## src/rtl/ps2_kbmat.sv

```systemverilog
// PS/2 set-2 keyboard receiver and decoder that maintains the 64-bit key matrix for the blink keyboard port.
// Optional frame timeout is enabled by defining PS2KBD_TIMEOUT_EN.
module ps2_kbmat #(
   parameter int FILT    = 8,
   parameter int TMO_CYC = 98304
) (
   input  logic        mck,
   input  logic        rin,
   input  logic        ps2_clk,
   input  logic        ps2_dat,
   output logic [8:0]  map_code,
   input  logic [6:0]  map_idx,
   output logic [63:0] kbmat,
   output logic        kbd_evt,
   output logic        err
);

   localparam int FW = (FILT > 1) ? $clog2(FILT) : 1;

   typedef enum logic [1:0] {RX_IDLE, RX_DATA, RX_PAR, RX_STOP} rx_state_t;

   logic [1:0]    clk_s_q, clk_s_d, dat_s_q, dat_s_d;
   logic          fclk_q, fclk_d;
   logic [FW-1:0] fcnt_q, fcnt_d;
   logic          fe;
   logic          dat;

   rx_state_t     state_q, state_d;
   logic [2:0]    bit_cnt_q, bit_cnt_d;
   logic [7:0]    shift_q, shift_d;
   logic          par_ok_q, par_ok_d;
   logic          strobe_q, strobe_d;
   logic          err_q, err_d;
   logic          tmo_hit;

   logic          ext_q, ext_d, brk_q, brk_d;
   logic [2:0]    skip_q, skip_d;
   logic          lookup_q, lookup_d;
   logic [8:0]    map_code_q, map_code_d;
   logic [63:0]   kbmat_q, kbmat_d;
   logic          evt_q, evt_d;

   assign dat = dat_s_q[1];

   // The filtered clock only follows the pin after FILT agreeing samples, which rejects glitches on the slow PS/2 line.
   always_comb begin
      clk_s_d = {clk_s_q[0], ps2_clk};
      dat_s_d = {dat_s_q[0], ps2_dat};
      fclk_d  = fclk_q;
      fcnt_d  = '0;
      fe      = 1'b0;
      if (clk_s_q[1] != fclk_q) begin
         if (fcnt_q == FW'(FILT - 1)) begin
            fclk_d = ~fclk_q;
            fe     = fclk_q;
         end else begin
            fcnt_d = fcnt_q + 1'b1;
         end
      end
   end

`ifdef PS2KBD_TIMEOUT_EN
   logic [16:0] tmo_cnt_q, tmo_cnt_d;

   assign tmo_hit = (state_q != RX_IDLE) && !fe && (tmo_cnt_q == 17'(TMO_CYC - 1));

   always_comb begin
      tmo_cnt_d = tmo_cnt_q + 17'd1;
      if (state_q == RX_IDLE || fe || tmo_hit)
         tmo_cnt_d = '0;
   end

   always_ff @(posedge mck) begin
      if (rin) tmo_cnt_q <= '0;
      else     tmo_cnt_q <= tmo_cnt_d;
   end
`else
   // Without the timeout a stalled frame simply waits for more clock edges.
   assign tmo_hit = 1'b0 & (TMO_CYC == 0);
`endif

   always_comb begin
      state_d   = state_q;
      bit_cnt_d = bit_cnt_q;
      shift_d   = shift_q;
      par_ok_d  = par_ok_q;
      strobe_d  = 1'b0;
      err_d     = 1'b0;
      if (fe) begin
         case (state_q)
            RX_IDLE: begin
               if (!dat) begin
                  state_d   = RX_DATA;
                  bit_cnt_d = 3'd0;
               end
            end
            RX_DATA: begin
               shift_d   = {dat, shift_q[7:1]};
               bit_cnt_d = bit_cnt_q + 3'd1;
               if (bit_cnt_q == 3'd7) state_d = RX_PAR;
            end
            RX_PAR: begin
               par_ok_d = ^{shift_q, dat};
               state_d  = RX_STOP;
            end
            RX_STOP: begin
               state_d = RX_IDLE;
               if (par_ok_q && dat) strobe_d = 1'b1;
               else                 err_d    = 1'b1;
            end
            default: state_d = RX_IDLE;
         endcase
      end else if (tmo_hit) begin
         state_d = RX_IDLE;
         err_d   = 1'b1;
         shift_d = '0;
      end
   end

   // Prefix bytes only set flags; a real scan code starts a one-cycle lookup through the external map.
   always_comb begin
      ext_d      = ext_q;
      brk_d      = brk_q;
      skip_d     = skip_q;
      lookup_d   = 1'b0;
      map_code_d = map_code_q;
      kbmat_d    = kbmat_q;
      evt_d      = 1'b0;
      if (strobe_q) begin
         if (skip_q != 3'd0) begin
            skip_d = skip_q - 3'd1;
         end else begin
            case (shift_q)
               8'hE1: skip_d = 3'd7;
               8'hE0: ext_d  = 1'b1;
               8'hF0: brk_d  = 1'b1;
               8'h00, 8'hFF: begin
                  kbmat_d = '0;
                  ext_d   = 1'b0;
                  brk_d   = 1'b0;
                  evt_d   = |kbmat_q;
               end
               8'hAA, 8'hFA, 8'hEE, 8'hFE: begin
               end
               default: begin
                  map_code_d = {ext_q, shift_q};
                  lookup_d   = 1'b1;
               end
            endcase
         end
      end else if (lookup_q) begin
         ext_d = 1'b0;
         brk_d = 1'b0;
         if (map_idx[6] && (kbmat_q[map_idx[5:0]] == brk_q)) begin
            kbmat_d[map_idx[5:0]] = ~brk_q;
            evt_d                 = 1'b1;
         end
      end
   end

   always_ff @(posedge mck) begin
      if (rin) begin
         clk_s_q    <= 2'b11;
         dat_s_q    <= 2'b11;
         fclk_q     <= 1'b1;
         fcnt_q     <= '0;
         state_q    <= RX_IDLE;
         bit_cnt_q  <= '0;
         shift_q    <= '0;
         par_ok_q   <= 1'b0;
         strobe_q   <= 1'b0;
         err_q      <= 1'b0;
         ext_q      <= 1'b0;
         brk_q      <= 1'b0;
         skip_q     <= '0;
         lookup_q   <= 1'b0;
         map_code_q <= '0;
         kbmat_q    <= '0;
         evt_q      <= 1'b0;
      end else begin
         clk_s_q    <= clk_s_d;
         dat_s_q    <= dat_s_d;
         fclk_q     <= fclk_d;
         fcnt_q     <= fcnt_d;
         state_q    <= state_d;
         bit_cnt_q  <= bit_cnt_d;
         shift_q    <= shift_d;
         par_ok_q   <= par_ok_d;
         strobe_q   <= strobe_d;
         err_q      <= err_d;
         ext_q      <= ext_d;
         brk_q      <= brk_d;
         skip_q     <= skip_d;
         lookup_q   <= lookup_d;
         map_code_q <= map_code_d;
         kbmat_q    <= kbmat_d;
         evt_q      <= evt_d;
      end
   end

   assign map_code = map_code_q;
   assign kbmat    = kbmat_q;
   assign kbd_evt  = evt_q;
   assign err      = err_q;

endmodule

```

## config.mk

```make
export PLATFORM = sky130hd
export DESIGN_NAME = ps2_kbmat
export DESIGN_NICKNAME = d
export VERILOG_FILES = /design/src/rtl/ps2_kbmat.sv
export SDC_FILE = /design/constraint.sdc
export NUM_CORES = 1
export LEC_CHECK = 0
export CAP_MARGIN = 20
export CORE_UTILIZATION = 30
export DETAILED_ROUTE_END_ITERATION = 10
export GPL_TIMING_DRIVEN = 1
export PLACE_DENSITY = 0.61
export SYNTH_ARGS = -nofsm -noshare
export SYNTH_HDL_FRONTEND = slang
export SYNTH_SLANG_ARGS = --single-unit
```

## constraint.sdc

```tcl
create_clock -name mck -period 6.69 [get_ports mck]
set_input_delay 0.669 -clock mck [delete_from_list [all_inputs] [get_ports mck]]
set_output_delay 0.669 -clock mck [all_outputs]
set_load 0.02 [all_outputs]
```

== Word-level counts from Yosys, hierarchy flattened ==
Index checks and enable logic that the tools add are counted.
Storage, ports and cells
  flip-flop bits (word level): 104
  bits in latches: 0
  bits in writable memories: 0
  memory bits (read-only): 0
  input bits: 11
  output and inout port bits: 75
  memories: 0
Cells by class
  add/subtract/negate cells: 3
  multipliers: 0
  div/mod/pow operators: 0
  order comparisons: 2
  equality and inequality tests: 21
  shifts and indexed selects: 0
  mux-type cells: 34
  bitwise gates (word level): 8
  reduce and logical (&&, ||, !) cells: 27
Operators by type and width (count)
  $mux W64: 5
  $bwmux W64: 1
  $eq A8 B8 Y1 const B: 8
  $reduce_or A64 Y1: 1
  $mux W1: 17
  $reduce_and A3 Y1: 5
  $mux W3: 3
  $reduce_or A3 Y1: 3
  $reduce_or A9 Y1: 1
  $reduce_xor A9 Y1: 1
  $logic_not A8 Y1: 1
  $not A1 Y1: 8
  $pmux W2 S4: 1
  $reduce_and A2 Y1: 4
  $reduce_bool A2 Y1: 4
  $lt A6 B7 Y1 const B: 1
  $add A3 B1 Y3 const B: 2
  $bmux W1 S6: 1
  $demux W1 S6: 1
  $eq A3 B3 Y1 const B: 2
  $ge A6 B1 Y1 const B: 1
  $ne A2 B2 Y1 const B: 3
  $ne A3 B1 Y1 const B: 2
  $pmux W3 S2: 1
  13 further kinds: 18

== Depth between registers and ports, before layout ==
  depth in word-level cells: 8
  depth in mapped cells: 11
  mapped depth without buffers: 9

== Worst setup path after synthesis ==
Ideal clock, no wire load.
  path type: input-to-reg
  start: input port map_idx[1]
  end: register kbmat_q[11], in the netlist kbmat[11]
  setup time: 0.124 ns
  arrival time: 2.729 ns
  setup slack: 3.836 ns
  cell stages on the path: 9
  path buffers: 2
  cell sequence: buf_2 mux4_2 mux2_2 nand2_1 o2111ai_4 nor3_4 buf_12 mux2i_4 o21ai_1
Between the ends
  cells in the longest elaborated chain, start to end: 8
RTL lines
  start: declaration: line 12  | input logic [6:0] map_idx,
  $lt A6 B7 Y1 (implied by the code) / $ge A6 B1 Y1 (equally long branches): line 155  | kbmat_d[map_idx[5:0]] = ~brk_q;
  $logic_and A1 B1 Y1 (implied by the code): line 155
  $mux W1 (implied by the code): line 155
  $demux W1 S6: line 155
  $bwmux W64: line 155
  $mux W64: line 154  | if (map_idx[6] && (kbmat_q[map_idx[5:0]] == brk_q)) begin
  $mux W64: line 151  | end else if (lookup_q) begin
  $mux W64: line 129  | if (strobe_q) begin
  end signal: assignment: line 196  | kbmat_q <= kbmat_d;
  end: declaration: line 40  | logic [63:0] kbmat_q, kbmat_d;
Parallel ways exist; a longest one is shown, timed or not. The select of a mux whose other input is x is not followed.
A chain may end at the register's enable or synchronous reset.

== Worst setup path in the final report ==
  start: input port map_idx[0]
  end: register kbmat_q[59], in the netlist kbmat[59]
The elaborated chain is that of the path after synthesis.

==> impl_metrics.env <==
export IMPL_dpl_cell_area_um2=6710
export IMPL_clock_sinks=104
export IMPL_vias_per_cell=5.73
export IMPL_post_cts_resized=0
export IMPL_end_kind="register"
export IMPL_cts_max_path_buffers=2
export IMPL_grt_pass1_wl_um=28100
export IMPL_grt_max_degree=71
export IMPL_fin_crit_sh_pct=66.5
export IMPL_port_buffers=85
export IMPL_drt_wl_total_um=18100
export IMPL_io_pins=86
export IMPL_cts_tree="done"
export IMPL_slew_violations=0
export IMPL_drt_iter0_drc=580
export IMPL_hold_class="reg2reg"
export IMPL_synth_cell_types=58
export IMPL_crit_arrival_ps=4680
export IMPL_finalWeightedCongestion=0.855
export IMPL_setup_tns_ps=0
export IMPL_p_clk_share_pct=32.2
export IMPL_cts_root_buf="clkbuf_16"
export IMPL_diodes=0
export IMPL_p_per_area_nw_per_um2=234
export IMPL_worst_path_buf_inv=2
export IMPL_ir_drop_mv=0.124
export IMPL_setup_viol=0
export IMPL_overflow=0
export IMPL_ys_warn_count=0
export IMPL_final_util_pct=37.4
export IMPL_yosys_top_cells_count="nand2_1 (114), dfxtp_1 (104), o21ai_1 (65)"
export IMPL_critPathLaunchType="primary input"
export IMPL_hold_violations=0
export IMPL_p_int_w=0.00110
export IMPL_wl_met3_um=1300
export IMPL_layout_drive_gt1_share_pct=8.73
export IMPL_core_um2=18700
export IMPL_cts_buffers=9
export IMPL_tightest_slew_ps=1190
export IMPL_synth_seq_cells=104
export IMPL_fin_ws_ps=2240
export IMPL_syn_inst=659
export IMPL_met1Wirelength_um=8230
export IMPL_synth_edf_count=0
export IMPL_hpwl_um=12700
export IMPL_grt_total_usage_pct=18.4
export IMPL_htree_levels=3
export IMPL_min_period_ps=4450
export IMPL_cp_cell_sequence="clkdlybuf4s50_1, buf_4, nor2_1, a22o_1, a221oi_1, o22ai_4, nor3_4, mux2i_4, o21ai_1"
export IMPL_cp_top_family="buffers and inverters"
export IMPL_netlist_area_um2=5710
export IMPL_synth_top_cell_area_share_pct=36.5
export IMPL_fin_area_um2=7000
export IMPL_relSlewSlack_pct=19.8
export IMPL_fmax_mhz=225
export IMPL_highest_layer="met4"
export IMPL_combPwrFrac_pct=22.3
export IMPL_clock_latency_ps=360
export IMPL_grt_pass1_vias=4803
export IMPL_required_ps=6920
export IMPL_wl_met2_um=8230
export IMPL_crit_fanout=25
export IMPL_die_h_um=140
export IMPL_yosysSeqAreaShare_pct=36.5
export IMPL_dieWidth_um=140
export IMPL_status="complete, no violations"
export IMPL_clkTransAtPathRegs_ps=80
export IMPL_max_cap_violations=0
export IMPL_pre_cts_slack_ps=1880
export IMPL_rows=50
export IMPL_async_flop_share_pct=0
export IMPL_skew_ps=9.63
export IMPL_grt_setup_unrepaired="no"
export IMPL_firstDrtPassIters=5
export IMPL_fillerInstances=1905
export IMPL_switchingPower_w=0.000535
export IMPL_start_util_pct=30.5
export IMPL_nets=738
export IMPL_synth_ff_type="dfxtp_1"
export IMPL_yosysMostFrequentCell="nand2_1"
export IMPL_crit_path_top_delay_cell="clkdlybuf4s50_1"
export IMPL_leakage_nw=2.57
export IMPL_antenna_found_initial=0
export IMPL_power_share_sequential_pct=45.5
export IMPL_critPathKind="in2reg"
export IMPL_routed_via_count=5476
export IMPL_syn_area_per_cell_um2=8.67
export IMPL_cts_setup_buffers=0
export IMPL_synthTopCellsByArea="dfxtp_1 (36%), a32oi_1 (8.9%), nand2_1 (7.5%)"
export IMPL_synthesis_nets=680
export IMPL_swShare_pct=32.7
export IMPL_slowest_delay_ps=930
export IMPL_drcViolationCount=0
export IMPL_area_delta_synth_final_pct=22.5
export IMPL_antenna_left=0
export IMPL_postCtsHoldBufs=0
export IMPL_wl_per_cell_um=18.9
export IMPL_dieArea_um2=19600
export IMPL_synth_top_area_cell="dfxtp_1"
-- layout make-up --
class / instances / area [µm²] / share of cell area [%]
multi-input combinational: 503 / 3400 / 48.6
sequential: 104 / 2080 / 29.7
timing repair buffer: 93 / 911 / 13.0
tap: 234 / 293 / 4.18
clock buffer: 9 / 225 / 3.22
clock inverter: 7 / 61.3 / 0.876
inverter: 6 / 22.5 / 0.322
-- metal layers --
metal,vias to the layer above,global-route usage [%]
li1,2611,-
met1,2626,25.2
met2,218,28.3
met5,-,0
met3,21,4.41
met4,0,5.84
-- final timing paths --
check	start	endpoint	slack (ps)	depth (start not counted)
min	clk_s_q[0]$_SDFF_PP1_	clk_s_q[1]$_SDFF_PP1_	420	1
min reg2reg	clk_s_q[0]$_SDFF_PP1_	clk_s_q[1]$_SDFF_PP1_	420	1
max reg2reg	kbmat[14]$_SDFFE_PP0P_	kbmat[59]$_SDFFE_PP0P_	3370	7
max	map_idx[0]	kbmat[59]$_SDFFE_PP0P_	2240	9
-- per-stage QoR --
| stage | hold slack, ps | power, W | instances |
|---|---|---|---|
| floorplan | 389 | 0.000969 | 659 |
| global placement | 399 | 0.00112 | 939 |
| detailed placement | 398 | 0.00112 | 939 |
| CTS | 422 | 0.00164 | 955 |
| global route | 424 | 0.00170 | 956 |
| finish | 416 | 0.00163 | 956 |
-- power by group through the flow --
stage	sequential (W)	clock [W]	combinational (W)
finish	0.000744	0.000526	0.000365
global route	0.000749	0.000559	0.000389
CTS	0.000742	0.000535	0.000364
global placement	0.000757	0	0.000360
floorplan	0.000781	0	0.000188
detailed placement	0.000756	0	0.000363
-- registers in the layout, summed over array words and instances, names as in the netlist --
signal     flops
kbmat         64
skip_q         3
state_q        2
err            1
bit_cnt_q      3
par_ok_q       1
fclk_q         1
strobe_q       1
kbd_evt        1
shift_q        8
map_code       9
dat_s_q        2
lookup_q       1
brk_q          1
ext_q          1
fcnt_q         3
clk_s_q        2
-- placed cells by master, fill, tap and decap left out, types with 10 or more instances in the layout --
cell type,instances
nand2_1,114
dfxtp_1,104
o21ai_1,64
a32oi_1,58
nor4_1,21
a21oi_1,19
nand4_1,12
mux2i_1,21
nand3_1,16
ha_1,10
nor2_1,38
clkdlybuf4s50_1,85
-- worst register-to-register path: stages (launching register included) --
cell and delay [ps]:
dfxtp_1 420, mux4_2 520, mux2_2 300, nand2_1 110, o2111ai_4 250, nor3_4 870
mux2i_4 590, o21ai_1 140
-- cell families (layout without fill, tap and decap cells) --
group | count (synthesis) | in the layout | synth area share, %
flops | 104 | 104 | 36.5
simple gates | 258 | 258 | 22.8
fa+ha+maj | 10 | 10 | 2.19
buf+inv | 52 | 115 | 4.14
compound gates | 186 | 186 | 22.5
xor+xnor | 10 | 10 | 1.53
mux | 39 | 39 | 10.4
Power figures use the tool's default switching activity.
